<file path="src/rtl/fifo_uart_drain_if.sv">
// ============================================================================
// fifo_uart_drain_if : pop-side handshake between a byte FIFO and its drain
// Revision: 1.0
// ============================================================================
`default_nettype none

interface fifo_uart_drain_if;
  logic       rd;
  logic [7:0] dout;
  logic       nostock;

  // master is the drain that issues pops; slave is the FIFO itself
  modport master (output rd, input dout, input nostock);
  modport slave  (input rd, output dout, output nostock);
endinterface

`default_nettype wire

</file>
<file path="src/rtl/fifo_uart_drain.sv">
// ============================================================================
// fifo_uart_drain : pops bytes from a FIFO and sends them as 8N1 / 8E1 UART
// Revision: 1.0
// ============================================================================
`default_nettype none

module fifo_uart_drain #(
  parameter int CLKS_PER_BIT = 16,
  parameter int PARITY_EN    = 0
) (
  input  logic                     clk,
  input  logic                     rst,
  fifo_uart_drain_if.master        fifo_if,
  input  logic                     en_i,
  output logic                     txd_o,
  output logic                     busy_o,
  output logic                     tx_done_o,
  output logic [7:0]               frame_cnt_o
);

  localparam int BW = (CLKS_PER_BIT > 1) ? $clog2(CLKS_PER_BIT) : 1;
  localparam logic [BW-1:0] C_BAUD_LAST = BW'(CLKS_PER_BIT - 1);

  localparam logic [2:0] S_IDLE   = 3'd0;
  localparam logic [2:0] S_FETCH  = 3'd1;
  localparam logic [2:0] S_LOAD   = 3'd2;
  localparam logic [2:0] S_START  = 3'd3;
  localparam logic [2:0] S_DATA   = 3'd4;
  localparam logic [2:0] S_PARITY = 3'd5;
  localparam logic [2:0] S_STOP   = 3'd6;

  logic [2:0]    state_q, state_d;
  logic          rd_q, rd_d;
  logic          txd_q, txd_d;
  logic [7:0]    shift_q, shift_d;
  logic          par_q, par_d;
  logic [BW-1:0] baud_q, baud_d;
  logic [2:0]    idx_q, idx_d;
  logic [7:0]    cnt_q, cnt_d;
  logic          w_bit_end;
  logic          w_in_bit;

  assign w_bit_end = (baud_q == C_BAUD_LAST);
  assign w_in_bit  = (state_q == S_START) || (state_q == S_DATA) ||
                     (state_q == S_PARITY) || (state_q == S_STOP);

  always_comb begin
    state_d = state_q;
    rd_d    = rd_q;
    txd_d   = txd_q;
    shift_d = shift_q;
    par_d   = par_q;
    idx_d   = idx_q;
    cnt_d   = cnt_q;
    baud_d  = '0;
    if (w_in_bit && !w_bit_end) begin
      baud_d = baud_q + BW'(1);
    end

    case (state_q)
      S_IDLE: begin
        if (en_i && !fifo_if.nostock) begin
          state_d = S_FETCH;
          rd_d    = 1'b1;
        end
      end
      S_FETCH: begin
        rd_d    = 1'b0;
        state_d = S_LOAD;
      end
      S_LOAD: begin
        shift_d = fifo_if.dout;
        par_d   = ^fifo_if.dout;
        txd_d   = 1'b0;
        idx_d   = 3'd0;
        state_d = S_START;
      end
      S_START: begin
        if (w_bit_end) begin
          state_d = S_DATA;
          txd_d   = shift_q[0];
        end
      end
      S_DATA: begin
        if (w_bit_end) begin
          if (idx_q == 3'd7) begin
            if (PARITY_EN != 0) begin
              state_d = S_PARITY;
              txd_d   = par_q;
            end else begin
              state_d = S_STOP;
              txd_d   = 1'b1;
            end
          end else begin
            // next bit is pre-shifted so txd always comes from shift_q[1]
            idx_d   = idx_q + 3'd1;
            shift_d = {1'b0, shift_q[7:1]};
            txd_d   = shift_q[1];
          end
        end
      end
      S_PARITY: begin
        if (w_bit_end) begin
          state_d = S_STOP;
          txd_d   = 1'b1;
        end
      end
      S_STOP: begin
        if (w_bit_end) begin
          state_d = S_IDLE;
          cnt_d   = cnt_q + 8'd1;
        end
      end
      default: begin
        state_d = S_IDLE;
        rd_d    = 1'b0;
        txd_d   = 1'b1;
      end
    endcase
  end

  always_ff @(posedge clk or posedge rst) begin
    if (rst) begin
      state_q <= S_IDLE;
      rd_q    <= 1'b0;
      txd_q   <= 1'b1;
      shift_q <= 8'd0;
      par_q   <= 1'b0;
      baud_q  <= '0;
      idx_q   <= 3'd0;
      cnt_q   <= 8'd0;
    end else begin
      state_q <= state_d;
      rd_q    <= rd_d;
      txd_q   <= txd_d;
      shift_q <= shift_d;
      par_q   <= par_d;
      baud_q  <= baud_d;
      idx_q   <= idx_d;
      cnt_q   <= cnt_d;
    end
  end

  assign fifo_if.rd  = rd_q;
  assign txd_o       = txd_q;
  assign busy_o      = (state_q != S_IDLE);
  assign tx_done_o   = (state_q == S_STOP) && w_bit_end;
  assign frame_cnt_o = cnt_q;

endmodule

`default_nettype wire

</file>
<file path="src/flat_wrapper.sv">
// flat-port wrapper written by rule: the top's interface ports become plain ports
module fifo_uart_drain_flat 
#(
  parameter int CLKS_PER_BIT = 16,
  parameter int PARITY_EN    = 0
)
  (clk, rst, en_i, txd_o, busy_o, tx_done_o, frame_cnt_o, fifo_if_rd, fifo_if_dout, fifo_if_nostock);
  fifo_uart_drain_if fifo_if_i ();
  input  logic clk;
  input  logic rst;
  input  logic en_i;
  output logic txd_o;
  output logic busy_o;
  output logic tx_done_o;
  output logic [7:0] frame_cnt_o;
  output wire logic [$bits(fifo_if_i.rd)-1:0] fifo_if_rd;
  input wire logic [$bits(fifo_if_i.dout)-1:0] fifo_if_dout;
  input wire logic [$bits(fifo_if_i.nostock)-1:0] fifo_if_nostock;
  assign fifo_if_rd = fifo_if_i.rd;
  assign fifo_if_i.dout = fifo_if_dout;
  assign fifo_if_i.nostock = fifo_if_nostock;
  fifo_uart_drain #(.CLKS_PER_BIT(CLKS_PER_BIT), .PARITY_EN(PARITY_EN)) u_core (.clk(clk), .rst(rst), .fifo_if(fifo_if_i), .en_i(en_i), .txd_o(txd_o), .busy_o(busy_o), .tx_done_o(tx_done_o), .frame_cnt_o(frame_cnt_o));
endmodule
</file>
<file path="config.mk">
export PLATFORM = sky130hd
export DESIGN_NAME = fifo_uart_drain_flat
export DESIGN_NICKNAME = d
export VERILOG_FILES = /design/src/rtl/fifo_uart_drain_if.sv /design/src/rtl/fifo_uart_drain.sv /design/src/flat_wrapper.sv
export SDC_FILE = /design/constraint.sdc
export NUM_CORES = 1
export LEC_CHECK = 0
export CAP_MARGIN = 20
export CORE_ASPECT_RATIO = 1.1
export CORE_MARGIN = 2
export CORE_UTILIZATION = 54
export CTS_CLUSTER_SIZE = 25
export DETAILED_ROUTE_END_ITERATION = 12
export PLACE_DENSITY_LB_ADDON = 0.3
export SLEW_MARGIN = 20
export SYNTH_ARGS = -nofsm -noshare
export SYNTH_HDL_FRONTEND = slang
export SYNTH_SLANG_ARGS = --single-unit
</file>
<file path="constraint.sdc">
create_clock -name clk -period 4.7 [get_ports clk]
set_clock_uncertainty 0.1 [all_clocks]
set_input_delay 0.94 -clock clk [delete_from_list [all_inputs] [get_ports clk]]
set_output_delay 0.94 -clock clk [all_outputs]
set_load 0.01 [all_outputs]
</file>
== Yosys cells after proc, flatten, opt, wreduce, memory -nomap -nowiden ==
Cells that the tools add are included.
Widths: inputs -> output; s select.
Operators by class
  add/sub/neg operators: 3
  $mul: 0
  reductions and logical operators: 18
  mux-type cells: 21
  equality and inequality tests: 15
  bitwise operators: 2
  $lt $le $gt $ge: 0
  div/mod/pow operators: 0
  shift-type cells: 0
Operators by type and width (count)
  $mux 3: 8
  $pmux 3 s7: 1
  $mux 8: 2
  $pmux 8 s2: 1
  $eq 3x3->1 const B: 4
  $ne 2x1->1 const B: 5
  $add 8x1->8 const B: 1
  $eq 3x2->1 const B: 2
  $pmux 3 s2: 1
  $reduce_and 6->1: 1
  $mux 1: 5
  $pmux 1 s5: 1
  $reduce_or 5->1: 1
  $add 4x1->4 const B: 1
  $eq 4x4->1 const B: 1
  $mux 4: 1
  $ne 2x2->1 const B: 2
  $reduce_and 2->1: 2
  $reduce_and 4->1: 1
  $add 3x1->3 const B: 1
  $eq 3x1->1 const B: 1
  $logic_and 1x1->1: 3
  $logic_not 3->1: 1
  $logic_or 1x1->1: 3
  7 further kinds: 9
Storage, ports and cells
  output and inout port bits: 12
  bits in latches: 0
  register bits after elaboration: 28
  input bits: 12
  memory bits (writable): 0
  memory bits (read-only): 0
  logic and storage cells: 66
  memories: 0

== Logic depth before layout (Yosys ltp) ==
  word-level depth: 6
  gate-level depth with buffers: 7
  mapped depth without buffers: 6

== Least setup slack after synthesis ==
No wires, ideal clock.
  kind: register -> output
  start point: register u_core.baud_q[0]
  end point: output tx_done_o
  stages on the path, launching flop included: 6
  arrival time: 1216 ps
  required time: 3660 ps
  buffers on the path: 2
  slack: 2444 ps
  cells stage by stage: dfrtp_1 ha_1 and3_1 buf_6 and3_1 buf_6
On the way
  longest elaborated chain between the ends: 2
Ends and longest elaborated chain
  start: declaration: RTL line fifo_uart_drain.sv:37  | logic [BW-1:0] baud_q, baud_d;
  start signal: assignment: RTL line fifo_uart_drain.sv:138  | baud_q <= baud_d;
  $eq 4x4->1: RTL line fifo_uart_drain.sv:43  | assign w_bit_end = (baud_q == C_BAUD_LAST);
  $logic_and 1x1->1: RTL line fifo_uart_drain.sv:147  | assign tx_done_o = (state_q == S_STOP) && w_bit_end;
  end: declaration: RTL line flat_wrapper.sv:14  | output logic tx_done_o;
Every way passes these cells.

== Worst setup path after layout ==
Ends and elaborated chain as after synthesis.

==> metrics.md <==
| Metric | Value |
|---|---|
| Area contributors post-synth | dfrtp_1 48%, nand2_1 5.3%, mux2i_1 4.9% |
| Post-synth top flop | dfrtp_1 |
| CTS clock-pin slew for the worst setup and hold paths | 0.13 ns |
| Final period util | 0.708 |
| R2r setup slk | approximately 2.7 ns |
| Setup TNS | 0 ns |
| Core area | 2500 um^2 |
| Final wirelength | approximately 2.6 mm |
| Pint | 0.289 mW |
| Syn Nets | 153 |
| Slowest CP cell | clkdlybuf4s50_1 |
| Fill cells | 206 |
| DR vias/cell | 5.62 |
| Routed Antenna Nets | 0 |
| Initial antenna violation count | 0 |
| Via count | 1056 |
| Worst Setup End Kind | output pin |
| Floorplan row count | 19 |
| Reg-to-reg endpoint | u_core.shift_q[4] |
| Post-synthesis adder-cell area fraction | 0.0352 |
| Area grow syn2layout | 17.5% |
| DR pass1 iterations | 4 |
| Max FO, Critical Path | 7 |
| Logic pwr share | 0.053 |
| Psw | 0.0769 mW |
| Max clock buf depth | 2 |
| Yosys top cell by area | dfrtp_1 |
| Min cycle time layout | between 3 and 4 ns |
| Cell Chain, Critical Path | ha_1, and3_1, and3_1, clkdlybuf4s50_1 |
| Switching share of power | 0.210 |
| Largest net degree at the start of global routing | 29 |
| Final Instance Count excl. Fillers | 188 |
| Compound-Gate Fraction of Synth Area | 0.110 |
| Slew @ Worst Pin | 0.584 ns |
| Residual DRC | 0 |
| Netlist cell types | 37 |
| Hold Startpoint | u_core.frame_cnt_o[7] |
| Startpoint Class | flip-flop |
| Hold EP | u_core.frame_cnt_o[7] |
| CTS Buf Count | 3 |
| Max Transition Viols Final | 0 |
| Post-Syn Instances | 137 |
| Die X | 52.9 um |
| CTS Sinks | 28 |
| Tot Pwr | roughly 0.37 mW |
| Setup ws final | roughly 1.4 ns |
| First-pass GRT wire length | 4.48 mm |
| Most frequent CP cell | and3_1 |
| Synth Warn # | 0 |
| Worst slew margin | 0.609 |
| Synth Cell Area | 1420 um^2 |
| Hold Crit Depth | 1 |
| Asr flop ratio synth | 1.00 |
| # hold bufs at CTS | 0 |
| Multiplexer share of the synthesized area | 0.0599 |
| Pre-CTS WS | 1.73 ns |
| Die height | 57.8 um |
| Worst EP required | ~3.7 ns |
| Postcts setup bufs | 0 |
| Leakage | 0.767 nW |
| Startpoint of the worst register-to-register path | u_core.state_q[1] |
| IO Count | 24 |
| 1st-iter DRT viols | 28 |
| Clock power frac | 0.272 |
| HP Class | flip-flop to flip-flop |
| Placed cells | 184 |
| GPL Wtd Cong | 0.731 |
| R2R depth | 3 |
| Post-synth EDFFs | 0 |
| Starting Density | 0.569 |
| VDD IR max | 0.174 mV |
| Cell with the most instances after synthesis | dfrtp_1 |
| H-tree Lvls | 1 |
| Fmax | 0.300 GHz |
| All-Layer GR Usage | 0.198 |
| Flop pwr share | 0.674 |
| Power Density | 219 nW/um^2 |
| Status | finished, final reports clean |
| Simple logic cell fraction of the synthesized area | 0.190 |
| Avg Inst Size Synth | 10.4 um^2 |
| Largest family of logic cells by synthesized area | simple AND/OR/NAND/NOR gates |
| Root buf cell | clkbuf_4 |
| Top-area cell type share of the netlist area | 0.476 |
| Max-Cap Viols | 0 |
| Hold Fails Final Rpt | 0 |
| Nets | around 170 |
| Worst EP arrival | 2.29 ns |
| Number of global-route vias before repair | 1029 |
| Post-CTS resize count | 0 |
| Post-synth top cells | 27 x dfrtp_1, 20 x nand2_1, 13 x o21ai_0 |
| Slowest Stage Delay on Critical Path | a little over 0.6 ns |
| Die Area | 3060 um^2 |
| Clock latency on the worst-skew pair | 0.33 ns |
| FF+latch count, synth | 28 |
| Share of layout cells above drive strength 1 | 0.0764 |
| # setup viols final | 0 |
| CTS tree | done |
| Grt ovf | 0 |
| RSZ-0062 raised after global routing | false |
| WS Path Type | flip-flop to output pin |
| Xor/xnor cell area share of the yosys netlist | 0.0670 |
| IO buf count | 23 |
| Seq/Total Area, Yosys | 0.494 |
| WL/cell | 13.7 um |
| Antenna diode count | 0 |
| DP HPWL | 1.93 mm |
-- critical path, delay by kind of cell (launching register included) --
| family | cells | cell delay (ns) |
|---|---|---|
| adders and majority gates | 1 | 0.24 |
| buffers and inverters | 1 | 0.61 |
| DFF | 1 | 0.41 |
| and+or+nand+nor | 2 | 0.72 |
-- flip-flops by register name, summed over array words and instances (netlist names) --
name	flops
u_core.state_q	3
u_core.shift_q	8
u_core.txd_o	1
u_core.frame_cnt_o	8
u_core.idx_q	3
u_core.baud_q	4
u_core.fifo_if.rd	1
-- placed cells by master, fill, tap and decap left out, drive strengths merged, types with 2 or more instances in the layout --
master         synthesis  layout
ha                     4       4
and3                   3       3
clkbuf                 3       4
a21oi                  2       2
inv                    4       4
nand2                 20      20
xnor2                  8       8
xor2                   2       2
nor2b                  2       2
mux2i                  7       7
nor2                   7       7
dfrtp                 27      27
nand3                 10      10
nand4                  3       3
o21ai                 16      16
clkdlybuf4s50          0      23
-- per-layer routing --
layer,up-vias,wire (um),GRT usage
li1,515,-,-
met1,507,1110,0.266
met2,30,1340,0.321
met3,4,87,0.0309
met4,0,43,0.0769
met5,-,0,0
-- logic make-up after synthesis --
logic type                 count (synthesis)
and+or+nand+nor                           51
DFF                                       28
AOI/OAI and AO/OA                         25
buffers and inverters                     11
xor gates and xnor gates                  10
muxes                                      8
adders and majority gates                  4
-- per-stage QoR --
stage               hold WS (ns)  utilization  area, um^2
floorplan                  0.332            -        1420
global placement           0.344        0.658        1640
detailed placement         0.377        0.658        1640
CTS                        0.396        0.669        1670
global route               0.420        0.669        1670
finish                     0.387        0.669        1670
-- power by group through the flow --
stage          logic, mW  clock network (mW)  registers [mW]
3_5_place_dp      0.0201                   0           0.251
2_1_floorplan    0.00776                   0           0.251
5_1_grt           0.0222               0.116           0.248
3_3_place_gp      0.0193                   0           0.251
4_1_cts           0.0200               0.103           0.247
6_report          0.0195              0.0998           0.247
-- layout make-up --
| type | instances | area (um^2) | share of cell area |
|---|---|---|---|
| Sequential cell | 28 | 702 | 0.421 |
| Multi-Input combinational cell | 98 | 657 | 0.394 |
| Inverter | 4 | 15.0 | 0.00900 |
| Timing Repair Buffer | 23 | 230 | 0.138 |
| Clock buffer | 4 | 26.3 | 0.0157 |
| Tap cell | 31 | 38.8 | 0.0232 |
-- worst max path at each step --
| stage | cells after the start | slack (ns) | endpoint | startpoint |
|---|---|---|---|---|
| after floorplan | 5 | 2.44 | tx_done_o | u_core.baud_q[0] |
| after global placement | 4 | 1.80 | tx_done_o | u_core.baud_q[0] |
| after detailed placement | 4 | 1.73 | tx_done_o | u_core.baud_q[0] |
| after CTS | 4 | 1.36 | tx_done_o | u_core.baud_q[0] |
| after global routing | 4 | 1.24 | tx_done_o | u_core.baud_q[0] |
| final | 4 | 1.37 | tx_done_o | u_core.baud_q[0] |
Power figures use the tool's default switching activity.
